`src/rtl/stopwatch_pkg.sv`:
```
// Shared constants and channel state type for the stopwatch key conditioner.
// Cycle counts assume the 50 MHz board clock.
package stopwatch_pkg;

  localparam int DEBOUNCE_20MS      = 1_000_000;
  localparam int REPEAT_DELAY_0_5S  = 25_000_000;
  localparam int REPEAT_PERIOD_0_1S = 5_000_000;

  typedef enum logic [1:0] {
    KEY_RELEASED  = 2'd0,
    KEY_HELD_WAIT = 2'd1,
    KEY_REPEATING = 2'd2
  } key_state_e;

  function automatic int max_int(input int a, input int b);
    return (a > b) ? a : b;
  endfunction

endpackage

```
`src/rtl/key_channel.sv`:
```
// One key: two-flop synchroniser, debounce counter, press/repeat FSM.
// All event outputs are registered single-cycle pulses.
//
// state          | meaning
// KEY_RELEASED   | debounced level is released, no repeat activity
// KEY_HELD_WAIT  | held, counting towards the first repeat
// KEY_REPEATING  | held, repeat pulses at the period rate
module key_channel
  import stopwatch_pkg::*;
#(
  parameter int DEBOUNCE_CYCLES      = DEBOUNCE_20MS,
  parameter int REPEAT_DELAY_CYCLES  = REPEAT_DELAY_0_5S,
  parameter int REPEAT_PERIOD_CYCLES = REPEAT_PERIOD_0_1S
) (
  input  logic clk,
  input  logic reset_n,
  input  logic key_n,
  input  logic repeat_en,
  output logic key_level,
  output logic key_press,
  output logic key_release,
  output logic key_repeat
);

  localparam int DW   = $clog2(DEBOUNCE_CYCLES + 1);
  localparam int RMAX = max_int(REPEAT_DELAY_CYCLES, REPEAT_PERIOD_CYCLES);
  localparam int RW   = ($clog2(RMAX) < 1) ? 1 : $clog2(RMAX);

  localparam logic [DW-1:0] DB_LAST     = DW'(DEBOUNCE_CYCLES - 1);
  localparam logic [RW-1:0] DELAY_LAST  = RW'(REPEAT_DELAY_CYCLES - 1);
  localparam logic [RW-1:0] PERIOD_LAST = RW'(REPEAT_PERIOD_CYCLES - 1);

  logic [1:0]    sync_q;
  logic [DW-1:0] db_cnt, db_cnt_next;
  logic          level_next, toggle;
  key_state_e    state, state_next;
  logic [RW-1:0] rpt_cnt, rpt_cnt_next, rpt_last;
  logic          press_next, release_next, repeat_next;

  always_ff @(posedge clk) begin
    if (!reset_n) begin
      sync_q      <= '0;
      db_cnt      <= '0;
      key_level   <= 1'b0;
      state       <= KEY_RELEASED;
      rpt_cnt     <= '0;
      key_press   <= 1'b0;
      key_release <= 1'b0;
      key_repeat  <= 1'b0;
    end else begin
      sync_q      <= {sync_q[0], ~key_n};
      db_cnt      <= db_cnt_next;
      key_level   <= level_next;
      state       <= state_next;
      rpt_cnt     <= rpt_cnt_next;
      key_press   <= press_next;
      key_release <= release_next;
      key_repeat  <= repeat_next;
    end
  end

  always_comb begin
    db_cnt_next  = '0;
    level_next   = key_level;
    toggle       = 1'b0;
    state_next   = state;
    rpt_cnt_next = rpt_cnt;
    press_next   = 1'b0;
    release_next = 1'b0;
    repeat_next  = 1'b0;
    rpt_last     = (state == KEY_HELD_WAIT) ? DELAY_LAST : PERIOD_LAST;

    // Any cycle where the synced input agrees with the level restarts the count.
    if (sync_q[1] != key_level) begin
      if (db_cnt == DB_LAST) begin
        toggle     = 1'b1;
        level_next = ~key_level;
      end else begin
        db_cnt_next = db_cnt + DW'(1);
      end
    end

    if (toggle && !key_level) begin
      state_next   = KEY_HELD_WAIT;
      rpt_cnt_next = '0;
      press_next   = 1'b1;
    end else if (toggle && key_level) begin
      state_next   = KEY_RELEASED;
      rpt_cnt_next = '0;
      release_next = 1'b1;
    end else begin
      case (state)
        KEY_RELEASED: rpt_cnt_next = '0;
        KEY_HELD_WAIT, KEY_REPEATING: begin
          if (!repeat_en) begin
            rpt_cnt_next = '0;
          end else if (rpt_cnt == rpt_last) begin
            rpt_cnt_next = '0;
            repeat_next  = 1'b1;
            state_next   = KEY_REPEATING;
          end else begin
            rpt_cnt_next = rpt_cnt + RW'(1);
          end
        end
        default: begin
          state_next   = KEY_RELEASED;
          rpt_cnt_next = '0;
        end
      endcase
    end
  end

endmodule

```
`src/rtl/stopwatch_key_conditioner.sv`:
```
// Board KEY conditioner: one independent key_channel per key, producing
// debounced levels and press/release/auto-repeat pulses.
module stopwatch_key_conditioner
  import stopwatch_pkg::*;
#(
  parameter int NUM_KEYS             = 2,
  parameter int DEBOUNCE_CYCLES      = DEBOUNCE_20MS,
  parameter int REPEAT_DELAY_CYCLES  = REPEAT_DELAY_0_5S,
  parameter int REPEAT_PERIOD_CYCLES = REPEAT_PERIOD_0_1S
) (
  input  logic                CLK_50MHz,
  input  logic                reset_n,
  input  logic [NUM_KEYS-1:0] key_n,
  input  logic [NUM_KEYS-1:0] repeat_en,
  output logic [NUM_KEYS-1:0] key_level,
  output logic [NUM_KEYS-1:0] key_press,
  output logic [NUM_KEYS-1:0] key_release,
  output logic [NUM_KEYS-1:0] key_repeat
);

  for (genvar i = 0; i < NUM_KEYS; i++) begin : g_key
    key_channel #(
      .DEBOUNCE_CYCLES      (DEBOUNCE_CYCLES),
      .REPEAT_DELAY_CYCLES  (REPEAT_DELAY_CYCLES),
      .REPEAT_PERIOD_CYCLES (REPEAT_PERIOD_CYCLES)
    ) u_channel (
      .clk         (CLK_50MHz),
      .reset_n     (reset_n),
      .key_n       (key_n[i]),
      .repeat_en   (repeat_en[i]),
      .key_level   (key_level[i]),
      .key_press   (key_press[i]),
      .key_release (key_release[i]),
      .key_repeat  (key_repeat[i])
    );
  end

endmodule

```
`config.mk`:
```
export PLATFORM = sky130hd
export DESIGN_NAME = stopwatch_key_conditioner
export DESIGN_NICKNAME = d
export VERILOG_FILES = /design/src/rtl/stopwatch_pkg.sv /design/src/rtl/key_channel.sv /design/src/rtl/stopwatch_key_conditioner.sv
export SDC_FILE = /design/constraint.sdc
export NUM_CORES = 1
export LEC_CHECK = 0
export BUFFER_PORTS_ARGS = -buffer_cell sky130_fd_sc_hd__buf_2
export CORE_MARGIN = 5
export CORE_UTILIZATION = 45
export CTS_CLUSTER_SIZE = 12
export DETAILED_ROUTE_END_ITERATION = 6
export GPL_ROUTABILITY_DRIVEN = 0
export MAX_ROUTING_LAYER = met4
export SYNTH_ARGS = -nofsm -noshare
export SYNTH_HDL_FRONTEND = slang
export SYNTH_SLANG_ARGS = --single-unit
```
`constraint.sdc`:
```
create_clock -name CLK_50MHz -period 2.8 [get_ports CLK_50MHz]
set_clock_uncertainty 0.15 [all_clocks]
set_input_delay 0.28 -clock CLK_50MHz [delete_from_list [all_inputs] [get_ports CLK_50MHz]]
set_output_delay 0.28 -clock CLK_50MHz [all_outputs]
set_load 0.05 [all_outputs]
```
==> run summary <==
Final ANT Viol Nets: 0
TritonCTS Buffers: 9
Post-DP HPWL: 5.794 mm
Worst path slowest cell: or3b_2
Ant. Diodes: 0
Syn_nets: 544
CP max stage delay: 0.44 ns
Clk_lat worst skew: 0.37 ns
RSZ-0062 raised after global routing: no
Synth Area in Compound Gates: 0.01762
Achievable Freq: 407.8 MHz
Mapped Area: 4757 µm²
Initial core utilization: 0.4608
Routed wire length: 8.276 mm
Clk network pwr share: 0.413
Max_cap viols: 0
Dominant synthesized flop cell: dfxtp_1
Synth-to-Final Area Change: 7.706%
CTS root buf: clkbuf_8
First-pass GRT wire length: 14.73 mm
Final worst slack: 0.3476 ns
DR DRC count: 0
Crit path capture type: flip-flop
Seq/Total Area, Yosys: 0.4461
Worst-Margin Slew: 0.7580 ns
Clock transition at path regs: 0.11 ns
FFs w/ async S/R, synth: 0
Place WS: 0.3790 ns
Post-Synth Simple-Gate Area: 0.3143
CTS sink count: 106
Yosys reg bits: 106
Multi-input combinational cell area: 2435 µm²
Crit Path Max Fanout: 25
Post-synthesis xor/xnor area fraction: 0.1547
Commonest non-fill, non-tap cells in the layout: dfxtp_1 (106), nor2_1 (92), xor2_1 (58), nand3_1 (44), nand2_1 (35)
Fillcell total: 976
Most common cell after layout, fill and taps aside: dfxtp_1
Max Transition Viols Final: 0
Maximum buffer depth of the clock tree: 2
H-tree Lvls: 3
Synth Area in Adders: 0.02104
Crit Path Category: reg -> reg
Worst path cell trace: ha_1, and3_1, nand3_1, nor4_1, buf_4, or3b_2, nor2_1
CTS Hold Buffers Added: 2
Largest family of logic cells by synthesized area: simple AND/OR/NAND/NOR gates
Fin nets: 555
Drt pass-1 iters: 4
Hold Vio Cnt, Final: 0
Pint: 2.059 mW
Post-CTS resize count: 0
GRT Overall Usage: 0.1410
Final setup fails: 0
Slew margin rel.: 0.4900
Yosys warning total: 0
Synth cell types: 47
Share of cells above drive strength 1: 0.1209
Syn avg cell area: 8.976 µm²
Core area: 10320 µm²
Post-CTS Setup Repair Bufs: 0
Worst hold path type: in -> reg
Post-Route Setup TNS: 0 ns
Remaining Overflow, GRT: 0
Drt initial violations: 110
Logic pwr share: 0.008
Status: finished clean
NetSw: 0.5559 mW
Number of global-route vias before repair: 3248
IO Pins: 14
Register area: 2122 µm²
PortBufs: 13
Number of vias per cell: 5.054
Vias: 3447
Avg WL per Cell: 12.13 µm
Crit path required time: 2.88 ns
Largest net degree at the start of global routing: 26
Worst setup SP type: flip-flop
Leak: 1.635 nW
CTS tree: yes
Flop pwr share: 0.578
Data arrival, critical path: 2.54 ns
Row count: 37
Final period util: 0.8759
Chip width: 112.8 µm
Sw frac: 0.2126
Die area: 12730 µm²
EDFF count, synth: 0
Vert. Die Dim: 112.8 µm
Initial antenna violation count: 0
Power per cell area: 510.3 nW/µm²
Maximum vdd ir drop: 0.2570 mV
Post-synthesis cell count: 530
Mux contribution to synthesized area: 0.004208
Fin crit period: 2.452 ns
Final Util: 0.4963
[cell usage after synthesis (all sizes together), types with 2 or more instances]
| master | count | area (µm²) |
|---|---|---|
| a21boi | 2 | 15.01 |
| a31o | 2 | 17.52 |
| and2 | 5 | 32.54 |
| and3 | 14 | 91.34 |
| and4 | 3 | 26.28 |
| buf | 15 | 140.1 |
| clkbuf | 5 | 18.77 |
| dfxtp | 106 | 2122 |
| ha | 8 | 100.1 |
| inv | 11 | 41.29 |
| mux2i | 2 | 20.02 |
| nand2 | 35 | 131.4 |
| nand2b | 2 | 20.02 |
| nand3 | 44 | 220.2 |
| nand3b | 3 | 22.52 |
| nand4 | 21 | 131.4 |
| nand4bb | 3 | 33.78 |
| nor2 | 112 | 470.5 |
| nor2b | 4 | 25.02 |
| nor3 | 13 | 65.06 |
| nor3b | 4 | 30.03 |
| nor4 | 10 | 62.56 |
| nor4b | 4 | 35.03 |
| or2 | 2 | 12.51 |
| or3b | 4 | 35.04 |
| or4 | 4 | 33.78 |
| xnor2 | 26 | 227.7 |
| xor2 | 58 | 508.0 |
[cells by family after synthesis]
group                    count (synthesis)
flip-flops                             106
multiplexers                             2
AO/OA/AOI/OAI                           10
XOR/XNOR                                84
buffers and inverters                   31
AND/OR/NAND/NOR                        289
adder cells (fa/ha/maj)                  8
[worst paths after layout]
path,slack [ns],start,depth (start not counted),end
worst max-delay path,0.35,g_key[0].u_channel.db_cnt[0],7,g_key[0].u_channel.rpt_cnt[20]
worst min-delay path,0.06,repeat_en[0],3,g_key[0].u_channel.key_repeat
worst max register to register,0.35,g_key[0].u_channel.db_cnt[0],7,g_key[0].u_channel.rpt_cnt[20]
worst min register to register,0.29,g_key[0].u_channel.sync_q[0],1,g_key[0].u_channel.sync_q[1]
[critical path: cells and delay by family (launching register included)]
family | cells | cell delay [ns]
simple gates | 5 | 1.36
fa+ha+maj | 1 | 0.22
flops | 1 | 0.39
buf+inv | 1 | 0.18
[flip-flops by register name, summed over array words and instances (netlist names)]
| name | cells |
|---|---|
| g_key.u_channel.db_cnt | 40 |
| g_key.u_channel.rpt_cnt | 50 |
| g_key.u_channel.sync_q | 4 |
| g_key.u_channel.key_repeat | 2 |
| g_key.u_channel.key_level | 2 |
| g_key.u_channel.key_release | 2 |
| g_key.u_channel.key_press | 2 |
| g_key.u_channel.state | 4 |
[metal layers]
layer	global-route usage	vias up	part of all wire
met5	-	-	0
met4	0.04567	0	0.0087
met2	0.2168	39	0.46
met3	0.02674	10	0.025
li1	-	1801	-
met1	0.1877	1597	0.51
[cell type report]
| cell class | instances | share of cell area |
|---|---|---|
| tap | 136 | 0.03321 |
| sequential | 106 | 0.4142 |
| clock inverter | 6 | 0.01856 |
| clock buffer | 10 | 0.02686 |
| timing repair buffer | 20 | 0.02393 |
| inverter | 11 | 0.008059 |
| multi-input combinational | 393 | 0.4752 |
[per-stage QoR]
stage	total power [mW]	hold WS (ns)	area [µm²]	instances
global placement	1.567	0.2644	4871	664
global route	2.732	0.06227	5124	682
finish	2.615	0.06128	5124	682
detailed placement	1.568	0.2708	4871	664
floorplan	1.559	0.2016	4757	530
CTS	2.651	0.04984	5124	682
[power groups by stage]
stage	clock, mW	combinational, mW	sequential, mW
final	1.08	0.0220	1.51
after global routing	1.19	0.0250	1.51
after CTS	1.12	0.0225	1.51
after detailed placement	0	0.0204	1.55
after global placement	0	0.0200	1.55
after floorplan	0	0.0123	1.55
Power figures use the tool's default switching activity.
